**src/rtl/fetch_pc_gen.sv**
```systemverilog
// Instruction-fetch PC generator: owns the fetch PC, sequences MIPS branch delay slots,
// applies exception/ERET redirects and flags misaligned redirect targets (AdEL).
module fetch_pc_gen #(
  parameter logic [31:0] RESET_PC = 32'hBFC0_0000,
  parameter logic [31:0] EXC_PC   = 32'hBFC0_0380
) (
  input  logic        clk,
  input  logic        resetn,
  input  logic        stall,
  input  logic        br_valid,
  input  logic [31:0] br_target,
  input  logic        exc_valid,
  input  logic        eret_valid,
  input  logic [31:0] epc,
  output logic        req_valid,
  input  logic        req_ready,
  output logic [29:0] req_word_addr,
  output logic [31:0] pc_out,
  output logic        in_delay_slot,
  output logic        adel,
  output logic [31:0] badvaddr
);

  localparam int unsigned WORD_W = 30;

  typedef enum logic [1:0] {
    BOOT = 2'd0,
    RUN  = 2'd1,
    PEND = 2'd2
  } state_t;

  state_t              state, state_nxt;
  logic [WORD_W-1:0]   pc_word, pc_word_nxt;
  logic [WORD_W-1:0]   pend_word, pend_word_nxt;
  logic                adel_nxt;
  logic [31:0]         badvaddr_nxt;
  logic                accept;
  logic                br_misaligned;
  logic                epc_misaligned;

  // PC is kept as a word index so the two zero LSBs can never be set.
  assign req_valid      = (state != BOOT) && !stall;
  assign accept         = req_valid && req_ready;
  assign req_word_addr  = pc_word;
  assign pc_out         = {pc_word, 2'b00};
  assign br_misaligned  = (br_target[1:0] != 2'b00);
  assign epc_misaligned = (epc[1:0] != 2'b00);

  // State, PC and pending-target registers
  always_ff @(posedge clk) begin
    if (!resetn) begin
      state         <= BOOT;
      pc_word       <= RESET_PC[31:2];
      pend_word     <= '0;
      in_delay_slot <= 1'b0;
      adel          <= 1'b0;
      badvaddr      <= '0;
    end else begin
      state         <= state_nxt;
      pc_word       <= pc_word_nxt;
      pend_word     <= pend_word_nxt;
      in_delay_slot <= (state_nxt == PEND);
      adel          <= adel_nxt;
      badvaddr      <= badvaddr_nxt;
    end
  end

  // Next-state: redirects by priority exc > eret > branch, then normal sequencing
  always_comb begin
    state_nxt     = state;
    pc_word_nxt   = pc_word;
    pend_word_nxt = pend_word;
    adel_nxt      = 1'b0;
    badvaddr_nxt  = badvaddr;

    if (exc_valid) begin
      state_nxt     = RUN;
      pc_word_nxt   = EXC_PC[31:2];
      pend_word_nxt = '0;
    end else if (eret_valid) begin
      state_nxt     = RUN;
      pend_word_nxt = '0;
      if (epc_misaligned) begin
        adel_nxt     = 1'b1;
        badvaddr_nxt = epc;
        pc_word_nxt  = EXC_PC[31:2];
      end else begin
        pc_word_nxt = epc[31:2];
      end
    end else begin
      case (state)
        BOOT: begin
          state_nxt = RUN;
        end
        RUN: begin
          if (br_valid && br_misaligned) begin
            // Faulting target: the delay slot is abandoned along with the branch
            adel_nxt      = 1'b1;
            badvaddr_nxt  = br_target;
            pc_word_nxt   = EXC_PC[31:2];
            pend_word_nxt = '0;
          end else if (br_valid) begin
            if (accept) begin
              pc_word_nxt = br_target[31:2];
            end else begin
              pend_word_nxt = br_target[31:2];
              state_nxt     = PEND;
            end
          end else if (accept) begin
            pc_word_nxt = pc_word + WORD_W'(1);
          end
        end
        PEND: begin
          // A second branch here is a protocol error; the held target wins.
          if (accept) begin
            pc_word_nxt   = pend_word;
            pend_word_nxt = '0;
            state_nxt     = RUN;
          end
        end
        default: begin
          state_nxt = BOOT;
        end
      endcase
    end
  end

endmodule

```
**config.mk**
```make
export PLATFORM = sky130hd
export DESIGN_NAME = fetch_pc_gen
export DESIGN_NICKNAME = d
export VERILOG_FILES = /design/src/rtl/fetch_pc_gen.sv
export SDC_FILE = /design/constraint.sdc
export NUM_CORES = 1
export LEC_CHECK = 0
export CORE_MARGIN = 8
export CORE_UTILIZATION = 45
export CTS_CLUSTER_SIZE = 24
export DETAILED_ROUTE_END_ITERATION = 7
export PLACE_DENSITY = 0.76
export SYNTH_ARGS = -nofsm -noshare
export SYNTH_HDL_FRONTEND = slang
export SYNTH_SLANG_ARGS = --single-unit
```
**constraint.sdc**
```tcl
create_clock -name clk -period 2.7 [get_ports clk]
set_input_delay 0.27 -clock clk [delete_from_list [all_inputs] [get_ports clk]]
set_output_delay 0.27 -clock clk [all_outputs]
set_load 0.03 [all_outputs]
```
==> results.sh <==
export IMPL_relSlewSlack_pct=47.44
export IMPL_fin_nets=932
export IMPL_worstMarginPinSlew_ps=788.4
export IMPL_fp_dieH_um=129.2
export IMPL_synth_area_um2=5764
export IMPL_internal_power_mw=2.803
export IMPL_ant_nets=0
export IMPL_fin_crit_ps=2517
export IMPL_vias_per_cell=6.027
export IMPL_critPathBufInv=2
export IMPL_hold_viol_final=0
export IMPL_drt_initial_drc_count=707
export IMPL_yosysTopAreaCellShare_pct=33.34
export IMPL_p_sw_mw=1.198
export IMPL_register_area_um2=1922
export IMPL_start_util_pct=45.86
export IMPL_die_w_um=129.2
export IMPL_slowest_delay_ps=690
export IMPL_h_tree_depth=3
export IMPL_cts_root_buf="clkbuf_16"
export IMPL_grt_first_pass_wirelength_um=34850
export IMPL_cp_slowest_cell="a31o_2"
export IMPL_diodes=0
export IMPL_worstPathRequired_ps=2970
export IMPL_crit_fanout=30
export IMPL_ys_ff_latch=96
export IMPL_cts_buffers=9
export IMPL_synth_cell_types=68
export IMPL_p_per_area_nw_per_um2=511.9
export IMPL_path_cells="inv_1 -> ha_1 -> nor3b_1 -> buf_4 -> a211oi_1 -> a31o_2 -> nand3_1 -> a21oi_1"
export IMPL_syn_area_per_cell_um2=7.875
export IMPL_leakage_nw=3.130
export IMPL_core_area_um2=12570
export IMPL_n_fill_cell=1160
export IMPL_post_drt_wl_per_cell_um=22.43
export IMPL_area_delta_synth_final_pct=35.58
export IMPL_min_path_type="flop to flop"
export IMPL_finalSetupTns_ps=0
export IMPL_grt_pass1_vias=6067
export IMPL_clk_pin_slew_worst_paths_ps=70
export IMPL_cts_sinks=96
export IMPL_status="completed"
export IMPL_grt_overflow=0
export IMPL_yosysWarnings=0
export IMPL_seqPwrFrac_pct=38.3
export IMPL_ios=168
export IMPL_rsz0062_at_grt="no"
export IMPL_first_pass_iters=5
export IMPL_layout_commonest_cell="clkdlybuf4s50_1"
export IMPL_drive_above_1_share_pct=8.479
export IMPL_synth_main_ff_cell="dfxtp_1"
export IMPL_die_area_um2=16690
export IMPL_endpoint_kind="flop"
export IMPL_swShare_pct=29.94
export IMPL_critPathKind="flop to flop"
export IMPL_cts_tree="done"
export IMPL_postCtsSetupBuffers=0
export IMPL_clockPowerShare_pct=38.2
export IMPL_gp_congestion=0.9208
export IMPL_routed_wirelength_um=23170
export IMPL_synthCells=732
export IMPL_finalCritPeriodShare_pct=93.22
export IMPL_grt_max_degree=66
export IMPL_cts_buffer_depth=2
export IMPL_ctsHoldBuffers=0
export IMPL_hpwl_um=17190
export IMPL_report_final_slew_viol_count=0
export IMPL_arrival_ps=2790
export IMPL_route_detailed_drc=0
export IMPL_ir_drop_mv=0.3934
export IMPL_r2r_slack_ps=180
export IMPL_totalPowerFinal_mw=4.000
export IMPL_setup_viol=0
export IMPL_fin_skew_ps=11.49
export IMPL_cts_resized=0
export IMPL_fmax_mhz=397.3
export IMPL_final_cell_mix="164 x clkdlybuf4s50_1, 97 x nand2_1, 96 x dfxtp_1"
export IMPL_synthArstFlopShare_pct=0
export IMPL_crit_path_start_kind="flop"
export IMPL_num_rows=41
export IMPL_maxCapViolCount=0
export IMPL_cp_top_family="compound AO/OA/AOI/OAI gates"
export IMPL_port_buffers=165
export IMPL_ys_seq_area_share_pct=33.34
export IMPL_power_frac_comb_pct=23.4
export IMPL_vias=6226
export IMPL_synth_edf_count=0
export IMPL_synth_top_cell_by_area="dfxtp_1"
export IMPL_insertion_delay_ps=350
export IMPL_track_usage_pct=26.98
export IMPL_antenna_found_initial=0
export IMPL_multi_input_area_um2=3332
export IMPL_netlist_top_cells_area="dfxtp_1 33%, a21oi_1 7.6%, nand2_1 6.3%"
worst reg2reg max path, stage by stage, from the launching register on:
cell and delay, ps:
dfxtp_1 350, inv_1 100, ha_1 240, nor3b_1 80, buf_4 170, a211oi_1 410
a31o_2 690, nand3_1 190, a21oi_1 200
power groups by stage:
stage | clock network [mW] | logic, mW | registers [mW]
2_1_floorplan | 0 | 0.399 | 1.66
3_3_place_gp | 0 | 0.915 | 1.56
3_5_place_dp | 0 | 0.922 | 1.56
4_1_cts | 1.54 | 0.926 | 1.53
5_1_grt | 1.60 | 0.985 | 1.54
6_report | 1.53 | 0.936 | 1.53
logic make-up (layout without fill, tap and decap cells):
kind of cell | Yosys count | count (layout) | share of synthesized area, %
multiplexers | 33 | 33 | 5.752
other | 1 | 2 | 0.06506
adder cells (fa/ha/maj) | 5 | 5 | 1.085
XOR/XNOR | 13 | 13 | 1.975
flip-flops | 96 | 96 | 33.34
AND/OR/NAND/NOR | 243 | 243 | 19.97
buffers and inverters | 101 | 229 | 9.290
AO/OA/AOI/OAI | 240 | 240 | 28.52
routing by layer:
metal	vias up	GRT usage [%]	share of wire, %
li1	2889	-	-
met4	0	10.16	2.2
met3	37	6.409	11
met5	-	0	0
met1	2968	35.39	42
met2	332	42.00	45
metrics by stage:
step	setup WS, ps	utilization [%]	std cells	cell area [µm²]	hold slack, ps
6_report	183.1	62.18	1033	7815	452.1
5_1_grt	53.50	62.18	1033	7815	470.2
4_1_cts	80.35	62.15	1033	7811	453.8
3_5_place_dp	112.8	59.35	1017	7460	444.2
3_3_place_gp	154.5	59.35	1017	7460	435.7
2_1_floorplan	467.2	-	733	5768	412.1
registers in the layout (all words and copies together) (netlist names):
signal and flops:
adel 1, in_delay_slot 1, req_word_addr 30, badvaddr 32, state 2, pend_word 30
area by class of cell:
type	instances	share of cell area, %
clock inverters	6	1.441
clock buffers	10	3.058
well taps	172	2.754
multi-input cells	536	42.64
repair buffers	203	25.04
flip-flops and latches	96	24.59
inverters	10	0.4803
path summary, 6_finish.rpt:
check,from,endpoint,cells past startpoint
hold reg to reg,pend_word[1]$_SDFFE_PP0P_,pend_word[1]$_SDFFE_PP0P_,2
setup reg to reg,state[0]$_SDFF_PN0_,pend_word[20]$_SDFFE_PP0P_,8
hold / removal,pend_word[1]$_SDFFE_PP0P_,pend_word[1]$_SDFFE_PP0P_,2
setup / recovery,state[0]$_SDFF_PN0_,pend_word[20]$_SDFFE_PP0P_,8
cell usage after synthesis (4+ instances only):
| master | n |
|---|---|
| a2111oi_0 | 7 |
| a211oi_1 | 13 |
| a21oi_1 | 87 |
| a31oi_1 | 7 |
| and3_1 | 8 |
| buf_1 | 11 |
| buf_2 | 8 |
| buf_4 | 34 |
| clkbuf_1 | 35 |
| dfxtp_1 | 96 |
| ha_1 | 5 |
| inv_1 | 8 |
| mux2i_1 | 32 |
| nand2_1 | 97 |
| nand2b_1 | 5 |
| nand3_1 | 52 |
| nand4_1 | 6 |
| nor2_1 | 38 |
| nor3_1 | 10 |
| nor4_1 | 4 |
| o211a_1 | 35 |
| o211ai_1 | 6 |
| o21ai_0 | 31 |
| o221ai_1 | 6 |
| o22ai_1 | 4 |
| o311ai_0 | 5 |
| o31a_1 | 4 |
| o31ai_1 | 5 |
| or2_2 | 4 |
| or3_1 | 4 |
| xnor2_1 | 8 |
| xor2_1 | 5 |
Note: power is estimated with default switching activity, not from simulation.
